File: config.mk
export PLATFORM = sky130hd
export DESIGN_NAME = ultrasonic_trigger
export DESIGN_NICKNAME = d
export VERILOG_FILES = /design/src/rtl/ultrasonic_pkg.sv /design/src/rtl/ultrasonic_echo_sync.sv /design/src/rtl/ultrasonic_trigger.sv
export SDC_FILE = /design/constraint.sdc
export NUM_CORES = 1
export LEC_CHECK = 0
export ABC_AREA = 0
export CAP_MARGIN = 20
export CORE_MARGIN = 5
export CORE_UTILIZATION = 45
export DETAILED_ROUTE_END_ITERATION = 8
export PLACE_DENSITY = 0.61
export SKIP_CTS_REPAIR_TIMING = 1
export SLEW_MARGIN = 25
export SYNTH_ARGS = -nofsm -noshare
export SYNTH_HDL_FRONTEND = slang
export SYNTH_SLANG_ARGS = --single-unit
export TNS_END_PERCENT = 20
File: constraint.sdc
create_clock -name clk -period 2.8 [get_ports clk]
set_clock_uncertainty 0.1 [all_clocks]
set_input_delay 0.56 -clock clk [delete_from_list [all_inputs] [get_ports clk]]
set_output_delay 0.56 -clock clk [all_outputs]
set_load 0.1 [all_outputs]
File: src/rtl/ultrasonic_pkg.sv
// Shared state encoding and result codes for the ultrasonic ranging initiator.
package ultrasonic_pkg;

    localparam logic [2:0] STATE_IDLE_ENC      = 3'd0;
    localparam logic [2:0] STATE_TRIG_ENC      = 3'd1;
    localparam logic [2:0] STATE_WAIT_RISE_ENC = 3'd2;
    localparam logic [2:0] STATE_WAIT_FALL_ENC = 3'd3;
    localparam logic [2:0] STATE_HOLDOFF_ENC   = 3'd4;

    typedef enum logic [2:0] {
        S_IDLE      = STATE_IDLE_ENC,
        S_TRIG      = STATE_TRIG_ENC,
        S_WAIT_RISE = STATE_WAIT_RISE_ENC,
        S_WAIT_FALL = STATE_WAIT_FALL_ENC,
        S_HOLDOFF   = STATE_HOLDOFF_ENC
    } state_t;

    // Result of the most recent measurement, as reported on the status port.
    localparam logic [1:0] ST_NONE   = 2'b00;
    localparam logic [1:0] ST_OK     = 2'b01;
    localparam logic [1:0] ST_NOECHO = 2'b10;
    localparam logic [1:0] ST_STUCK  = 2'b11;

endpackage

File: src/rtl/ultrasonic_echo_sync.sv
// Brings the asynchronous ECHO pin into the clk domain and flags its edges.
module ultrasonic_echo_sync (
    input  logic clk,
    input  logic rst_n,
    input  logic echo,
    output logic echo_s,
    output logic rise,
    output logic fall
);

    logic meta_q;
    logic meta_d;
    logic echo_s_q;
    logic echo_s_d;
    logic echo_dly_q;
    logic echo_dly_d;

    always_comb begin
        meta_d     = echo;
        echo_s_d   = meta_q;
        echo_dly_d = echo_s_q;
    end

    always_ff @(posedge clk) begin
        if (!rst_n) begin
            meta_q     <= 1'b0;
            echo_s_q   <= 1'b0;
            echo_dly_q <= 1'b0;
        end else begin
            meta_q     <= meta_d;
            echo_s_q   <= echo_s_d;
            echo_dly_q <= echo_dly_d;
        end
    end

    // Edges compare the synchronized level against its one-cycle-old copy.
    assign echo_s = echo_s_q;
    assign rise   = echo_s_q & ~echo_dly_q;
    assign fall   = ~echo_s_q & echo_dly_q;

endmodule

File: src/rtl/ultrasonic_trigger.sv
// Ultrasonic ranging initiator: fires TRIG, supervises ECHO with a timeout,
// repeats at a fixed period in auto mode and reports the outcome of each cycle.
module ultrasonic_trigger #(
    parameter int CNT_W          = 22,
    parameter int TRIG_CYCLES    = 500,
    parameter int TIMEOUT_CYCLES = 1900000,
    parameter int PERIOD_CYCLES  = 3000000
) (
    input  logic       clk,
    input  logic       rst_n,
    input  logic       start,
    input  logic       auto_en,
    input  logic       echo,
    output logic       trig,
    output logic       rcv_rst_n,
    output logic       busy,
    output logic       cycle_done,
    output logic [1:0] status
);

    import ultrasonic_pkg::*;

    localparam logic [CNT_W-1:0] TRIG_LAST    = CNT_W'(TRIG_CYCLES - 1);
    localparam logic [CNT_W-1:0] TIMEOUT_LAST = CNT_W'(TIMEOUT_CYCLES - 1);
    localparam logic [CNT_W-1:0] PERIOD_LAST  = CNT_W'(PERIOD_CYCLES - 1);

    state_t           state_q;
    state_t           state_d;
    logic [CNT_W-1:0] trig_cnt_q;
    logic [CNT_W-1:0] trig_cnt_d;
    logic [CNT_W-1:0] timeout_cnt_q;
    logic [CNT_W-1:0] timeout_cnt_d;
    logic [CNT_W-1:0] period_cnt_q;
    logic [CNT_W-1:0] period_cnt_d;
    logic             pending_q;
    logic             pending_d;
    logic             trig_q;
    logic             trig_d;
    logic             rcv_rst_n_q;
    logic             rcv_rst_n_d;
    logic             busy_q;
    logic             busy_d;
    logic             cycle_done_q;
    logic             cycle_done_d;
    logic [1:0]       status_q;
    logic [1:0]       status_d;

    logic             echo_level_unused;
    logic             echo_rise;
    logic             echo_fall;

    ultrasonic_echo_sync u_echo_sync (
        .clk    (clk),
        .rst_n  (rst_n),
        .echo   (echo),
        .echo_s (echo_level_unused),
        .rise   (echo_rise),
        .fall   (echo_fall)
    );

    always_comb begin
        state_d       = state_q;
        trig_cnt_d    = trig_cnt_q;
        timeout_cnt_d = timeout_cnt_q;
        period_cnt_d  = period_cnt_q + 1'b1;
        pending_d     = pending_q | (start & busy_q);
        cycle_done_d  = 1'b0;
        status_d      = status_q;

        case (state_q)
            S_IDLE: begin
                if (start || auto_en || pending_q) begin
                    state_d = S_TRIG;
                end
            end
            S_TRIG: begin
                if (trig_cnt_q == TRIG_LAST) begin
                    state_d       = S_WAIT_RISE;
                    timeout_cnt_d = '0;
                end else begin
                    trig_cnt_d = trig_cnt_q + 1'b1;
                end
            end
            S_WAIT_RISE: begin
                timeout_cnt_d = timeout_cnt_q + 1'b1;
                if (echo_rise) begin
                    state_d = S_WAIT_FALL;
                end else if (timeout_cnt_q == TIMEOUT_LAST) begin
                    state_d      = S_HOLDOFF;
                    cycle_done_d = 1'b1;
                    status_d     = ST_NOECHO;
                end
            end
            S_WAIT_FALL: begin
                // A rise on the very last wait cycle lands here already past the limit.
                timeout_cnt_d = timeout_cnt_q + 1'b1;
                if (echo_fall) begin
                    state_d      = S_HOLDOFF;
                    cycle_done_d = 1'b1;
                    status_d     = ST_OK;
                end else if (timeout_cnt_q >= TIMEOUT_LAST) begin
                    state_d      = S_HOLDOFF;
                    cycle_done_d = 1'b1;
                    status_d     = ST_STUCK;
                end
            end
            S_HOLDOFF: begin
                if (period_cnt_q == PERIOD_LAST) begin
                    if (auto_en || pending_q || start) begin
                        state_d = S_TRIG;
                    end else begin
                        state_d = S_IDLE;
                    end
                end
            end
            default: begin
                state_d = S_IDLE;
            end
        endcase

        // Every TRIG entry consumes the queued request and restarts the period.
        if ((state_d == S_TRIG) && (state_q != S_TRIG)) begin
            pending_d    = 1'b0;
            period_cnt_d = '0;
            trig_cnt_d   = '0;
        end

        trig_d      = (state_d == S_TRIG);
        rcv_rst_n_d = (state_d != S_TRIG);
        busy_d      = (state_d != S_IDLE);
    end

    always_ff @(posedge clk) begin
        if (!rst_n) begin
            state_q       <= S_IDLE;
            trig_cnt_q    <= '0;
            timeout_cnt_q <= '0;
            period_cnt_q  <= '0;
            pending_q     <= 1'b0;
            trig_q        <= 1'b0;
            rcv_rst_n_q   <= 1'b0;
            busy_q        <= 1'b0;
            cycle_done_q  <= 1'b0;
            status_q      <= ST_NONE;
        end else begin
            state_q       <= state_d;
            trig_cnt_q    <= trig_cnt_d;
            timeout_cnt_q <= timeout_cnt_d;
            period_cnt_q  <= period_cnt_d;
            pending_q     <= pending_d;
            trig_q        <= trig_d;
            rcv_rst_n_q   <= rcv_rst_n_d;
            busy_q        <= busy_d;
            cycle_done_q  <= cycle_done_d;
            status_q      <= status_d;
        end
    end

    assign trig       = trig_q;
    assign rcv_rst_n  = rcv_rst_n_q;
    assign busy       = busy_q;
    assign cycle_done = cycle_done_q;
    assign status     = status_q;

endmodule

==> flow_summary.yaml, run 1 <==
outcome:
  status: "finished, final reports clean"
critical_path:
  cp-end-kind: "flop"
  crit_fanout: 38
  required_ps: 2980
  slowest_stage: "or4_1"
  critPathLaunch: "trig_cnt_q[0]$_SDFFE_PP0P_"
  reg2reg_slack_ps: 400
  cp.buffers_inverters: 0
  cp_slowest_stage_delay_ps: 600
  crit_arrival_ps: 2580
  crit_family: "simple AND/OR/NAND/NOR gates"
  cp-start-kind: "flop"
  cp_cell_sequence: "ha_1, nor4b_4, and4_4, a31oi_4, or4_1, a21oi_1"
  critPathKind: "flop to flop"
  r2r-start: "trig_cnt_q[0]$_SDFFE_PP0P_"
timing:
  relSlewSlack_pct: 42.1
  clock.fmax_mhz: 417
  setup_viol: 0
  fin_hold_ws_ps: 347
  final.setup.tns_ps: 0
  drv_slew: 0
  worst_pin_slew_ps: 869
  final-hold-violation-count: 0
  fin_crit_sh_pct: 85.6
  rsz0062_at_grt: "false"
  fin_crit_ps: 2400
floorplanning:
  fp.coreArea_mm2: 0.00818
  rows: 33
  dieArea_mm2: 0.0103
  top_level_ports: 11
  initial_core_util_pct: 46.1
  die_w_um: 101
  dieHeight_um: 101
clock_tree:
  cts_tree: "built"
  htreeDepth: 3
  cts_buffers: 9
  cts_buffer_depth: 2
  clkSinkCount: 79
  root_buffer: "clkbuf_8"
  cts.clk_slew.worst_paths_ps: 80
  clkLatencyLatePin_ps: 350
logic_synthesis:
  async_reset_ff_share_pct: 0
  synth_enable_flop_cells: 0
  synth_nets: 450
  syn-instance-count: 442
  synth_flop_cell: "dfxtp_1"
  ys_types: 46
  ys_warn_count: 0
  avgSynthCellArea_um2: 8.52
  syn_area_mm2: 0.00377
  synth-seq-area-share_pct: 42.0
  synth-seq-cells: 79
power:
  leakage_nw: 1.27
  p_per_area_mw_per_mm2: 518
  peakVddDrop_mv: 0.384
detailed_routing:
  ant_nets: 0
  vias: 3175
  wl_per_cell_um: 13.7
  drc: 0
  drtIter0Drc: 106
  avgViaCountPerCell: 5.70
  drtPass1Iterations: 4
  routed_wl_um: 7630
cells_and_area:
  fin_nets: 456
  area_growth_pct: 9.40
  diodes: 0
  fin_util_pct: 50.4
  final_common_cell: "dfxtp_1"
  fin_area_mm2: 0.00412
  most-common-layout-cells: "79 x dfxtp_1, 49 x nor2_1, 36 x a21oi_1"
  layout-drive-gt1-share_pct: 7.52
worst_hold_path:
  hold_class: "flop to flop"
  min-delay-start: "u_echo_sync.echo_s_d$_SDFF_PN0_"
global_routing:
  grt_max_degree: 47
  grt_pass1_vias: 3035
  grt_pass1_wl_um: 13700
  overflow: 0
  gr-usage-all-layers_pct: 16.1
  antenna_found_initial: 0
placement:
  io_buffers: 10
  placed_area_mm2: 0.00393
  gp_congestion: 0.802
  dp_hpwl_um: 5170
job:
  maxCapViolations: 0
metal layers:
metal	track usage, %	wire, um
met4	6.85	119
met2	24.9	3450
met3	3.58	207
met5	0	0
met1	21.6	3850
report_power, final:
group / leakage [nW] / internal, mW / switching (mW) / total, mW
clock: 0.0871 / 0.403 / 0.420 / 0.824
sequential: 0.638 / 1.14 / 0.0144 / 1.15
combinational: 0.540 / 0.0456 / 0.112 / 0.158
total: 1.27 / 1.59 / 0.547 / 2.13
per-stage QoR:
step	setup WS [ps]	power, mW	cells
after detailed placement	444	1.34	542
after global routing	221	2.22	557
after floorplan	718	1.30	442
final	403	2.13	557
after CTS	416	2.16	557
after global placement	504	1.34	542
state kept, by name (all words and copies together) (netlist names):
signal                  flops
u_echo_sync.echo_s          1
timeout_cnt_q              22
u_echo_sync.echo_dly_q      1
pending_q                   1
rcv_rst_n                   1
cycle_done                  1
busy                        1
trig_cnt_q                 22
state_q                     3
status                      2
period_cnt_q               22
u_echo_sync.echo_s_d        1
trig                        1
logic make-up (layout without fill, tap and decap cells):
family / after synthesis / after routing / synth area share, %
AND/OR/NAND/NOR: 219 / 219 / 32.7
flip-flops: 79 / 79 / 42.0
AO/OA/AOI/OAI: 78 / 78 / 13.1
XOR/XNOR: 33 / 33 / 7.67
buffers and inverters: 30 / 40 / 3.62
adder cells (fa/ha/maj): 3 / 3 / 0.997
Yosys cell counts (all sizes together) (2+ instances only):
cell type  instances  share of area, %
a21o               2              0.40
a21oi             36               4.8
a31oi              2              0.73
and2               9               1.5
and3              11               1.8
and4               7               1.7
buf               10               1.6
clkbuf            10               1.0
dfxtp             79                42
ha                 3               1.0
inv                9              0.90
nand2             26               2.6
nand2b             3              0.50
nand3             32               4.3
nand4             18               3.0
nor2              49               4.9
nor2b              2              0.33
nor3               9               1.2
nor4              14               2.7
nor4b              2              0.86
o211ai             2              0.40
o21ai             13               1.7
o31ai             17               3.4
or2                2              0.33
or3               13               2.2
or4               19               3.8
xnor2             20               4.7
xor2              13               3.0
cell type report:
cell class / count / area, um2
Timing Repair Buffer: 15 / 135
Fill cell: 814 / 4060
Clock buffer: 9 / 124
Tap cell: 105 / 131
Clock inverter: 6 / 62.6
Sequential cell: 79 / 1580
Multi-Input combinational cell: 333 / 2050
Inverter: 10 / 37.5
path summary, 6_finish.rpt:
path	endpoint	cells past startpoint
max	timeout_cnt_q[6]$_SDFFE_PN0P_	6
max reg2reg	timeout_cnt_q[6]$_SDFFE_PN0P_	6
min reg2reg	u_echo_sync.echo_s$_SDFF_PN0_	1
min	u_echo_sync.echo_s$_SDFF_PN0_	1
(Power assumes the default switching activity.)
==> inputs of run 2 (changes only) <==
--- a/config.mk
+++ b/config.mk
@@ -7,5 +7,4 @@
 export LEC_CHECK = 0
 export ABC_AREA = 0
-export CAP_MARGIN = 20
 export CORE_MARGIN = 5
 export CORE_UTILIZATION = 45
@@ -13,4 +12,5 @@
 export PLACE_DENSITY = 0.61
 export SKIP_CTS_REPAIR_TIMING = 1
+export SKIP_LAST_GASP = 1
 export SLEW_MARGIN = 25
 export SYNTH_ARGS = -nofsm -noshare
==> constraint.sdc (replaced) <==
create_clock -name clk -period 2.8 [get_ports clk]
set_clock_uncertainty 0.1 [all_clocks]
set_input_delay 0.28 -clock clk [delete_from_list [all_inputs] [get_ports clk]]
set_output_delay 0.28 -clock clk [all_outputs]
set_load 0.1 [all_outputs]
==> flow_summary.yaml, run 2 (synthesis results as in run 1) <==
power:
  peakVddDrop_mv: 0.309
  leakage_nw: 1.25
  p_per_area_mw_per_mm2: 499
critical_path:
  required_ps: 2970
  crit_fanout: 38
  reg2reg_to: "timeout_cnt_q[8]$_SDFFE_PN0P_"
  reg2regPathDepth: 6
  critPathKind: "flop to flop"
  cp_slowest_stage_delay_ps: 610
  reg2reg_slack_ps: 300
  r2r-start: "trig_cnt_q[0]$_SDFFE_PP0P_"
  slowest_stage: "or4_1"
  cp_cell_sequence: "ha_1, nor4b_4, and4_4, a31oi_4, or4_1, a21oi_1"
  cp-end-kind: "flop"
  crit_arrival_ps: 2670
  cp-start-kind: "flop"
floorplanning:
  rows: 33
  die_w_um: 101
  dieHeight_um: 101
  top_level_ports: 11
  dieArea_mm2: 0.0103
  initial_core_util_pct: 46.1
  fp.coreArea_mm2: 0.00818
outcome:
  status: "finished, final reports clean"
detailed_routing:
  routed_wl_um: 7810
  drc: 0
  ant_nets: 0
  wl_per_cell_um: 14.1
  vias: 3156
  drtPass1Iterations: 4
  drtIter0Drc: 93
  avgViaCountPerCell: 5.68
timing:
  worst_pin_slew_ps: 884
  final.setup.tns_ps: 0
  final-hold-violation-count: 0
  setup_viol: 0
  setup_ws_ps: 305
  clock.fmax_mhz: 401
  drv_slew: 0
  fin_crit_ps: 2500
  fin_crit_sh_pct: 89.1
  rsz0062_at_grt: "false"
  relSlewSlack_pct: 41.1
  fin_hold_ws_ps: 345
cells_and_area:
  reg_top3: "period_cnt_q: 22 flops, timeout_cnt_q: 22 flops, trig_cnt_q: 22 flops"
  fin_area_mm2: 0.00409
  area_growth_pct: 8.57
  n_fill_cell: 785
  layout-drive-gt1-share_pct: 7.32
  diodes: 0
  fin_cells: 556
  final_common_cell: "dfxtp_1"
  fin_nets: 455
  most-common-layout-cells: "79 x dfxtp_1, 49 x nor2_1, 36 x a21oi_1"
placement:
  pre_cts_ws_ps: 367
  dp_hpwl_um: 5370
  gp_congestion: 0.825
  io_buffers: 10
  dp_cells: 541
  placed_area_mm2: 0.00393
global_routing:
  grt_pass1_wl_um: 13900
  overflow: 0
  grt_max_degree: 39
  antenna_found_initial: 0
  gr-usage-all-layers_pct: 16.5
  grt_pass1_vias: 3019
clock_tree:
  clkLatencyLatePin_ps: 350
  htreeDepth: 3
  cts_buffers: 9
  clkSinkCount: 79
  cts_tree: "built"
  cts_buffer_depth: 2
  root_buffer: "clkbuf_8"
  cts.clk_slew.worst_paths_ps: 80
worst_hold_path:
  hold_path_depth: 1
  hold_class: "flop to flop"
  min-delay-start: "u_echo_sync.echo_s_d$_SDFF_PN0_"
  worstHoldEndpoint: "u_echo_sync.echo_s$_SDFF_PN0_"
job:
  maxCapViolations: 0
-- run 2: cell count changes in the layout (fill, tap and decap cells not counted), sizes merged --
cell      change
clkinvlp      -1
clkinv        +2
bufinv        -1
buf           -1
-- run 2: worst max path at each step --
| stage | start | endpoint | cells past startpoint |
|---|---|---|---|
| finish | trig_cnt_q[0]$_SDFFE_PP0P_ | timeout_cnt_q[8]$_SDFFE_PN0P_ | 6 |
| global route | trig_cnt_q[0]$_SDFFE_PP0P_ | timeout_cnt_q[15]$_SDFFE_PN0P_ | 6 |
| CTS | trig_cnt_q[0]$_SDFFE_PP0P_ | timeout_cnt_q[8]$_SDFFE_PN0P_ | 6 |
| detailed placement | trig_cnt_q[0]$_SDFFE_PP0P_ | timeout_cnt_q[8]$_SDFFE_PN0P_ | 6 |
| global placement | trig_cnt_q[0]$_SDFFE_PP0P_ | timeout_cnt_q[6]$_SDFFE_PN0P_ | 6 |
| floorplan | period_cnt_q[0]$_SDFF_PP0_ | rcv_rst_n$_SDFF_PN0_ | 8 |
-- run 2: stage by stage --
step | util, % | power (mW)
final | 50.0 | 2.04
after global routing | 50.0 | 2.14
after detailed placement | 48.0 | 1.34
after CTS | 50.0 | 2.07
after global placement | 48.0 | 1.34
after floorplan | - | 1.30
-- run 2: final cells by class --
type,count,area (um2),area share [%]
multi-input combinational,333,2050,50.1
sequential,79,1580,38.7
tap,105,131,3.21
timing repair buffer,14,128,3.12
clock buffer,9,124,3.03
clock inverter,6,38.8,0.949
inverter,10,37.5,0.918
-- run 2: metal layers --
metal  track usage [%]  wire (um)  vias up
li1                  -          -     1630
met1              21.5       3830     1491
met2              27.4       3760       29
met3              3.99        147        6
met4              4.70         70        0
met5                 0          0        -
-- run 2: where the power goes --
group / switching (mW) / internal [mW] / total, mW
clock network: 0.414 / 0.313 / 0.727
registers: 0.0141 / 1.14 / 1.15
logic: 0.115 / 0.0447 / 0.160
-- run 2: critical path: cells and delay by family (launching register included) --
family                   cells  cell delay, ps
AND/OR/NAND/NOR              3            1180
flip-flops                   1             400
adder cells (fa/ha/maj)      1             260
AO/OA/AOI/OAI                2             480
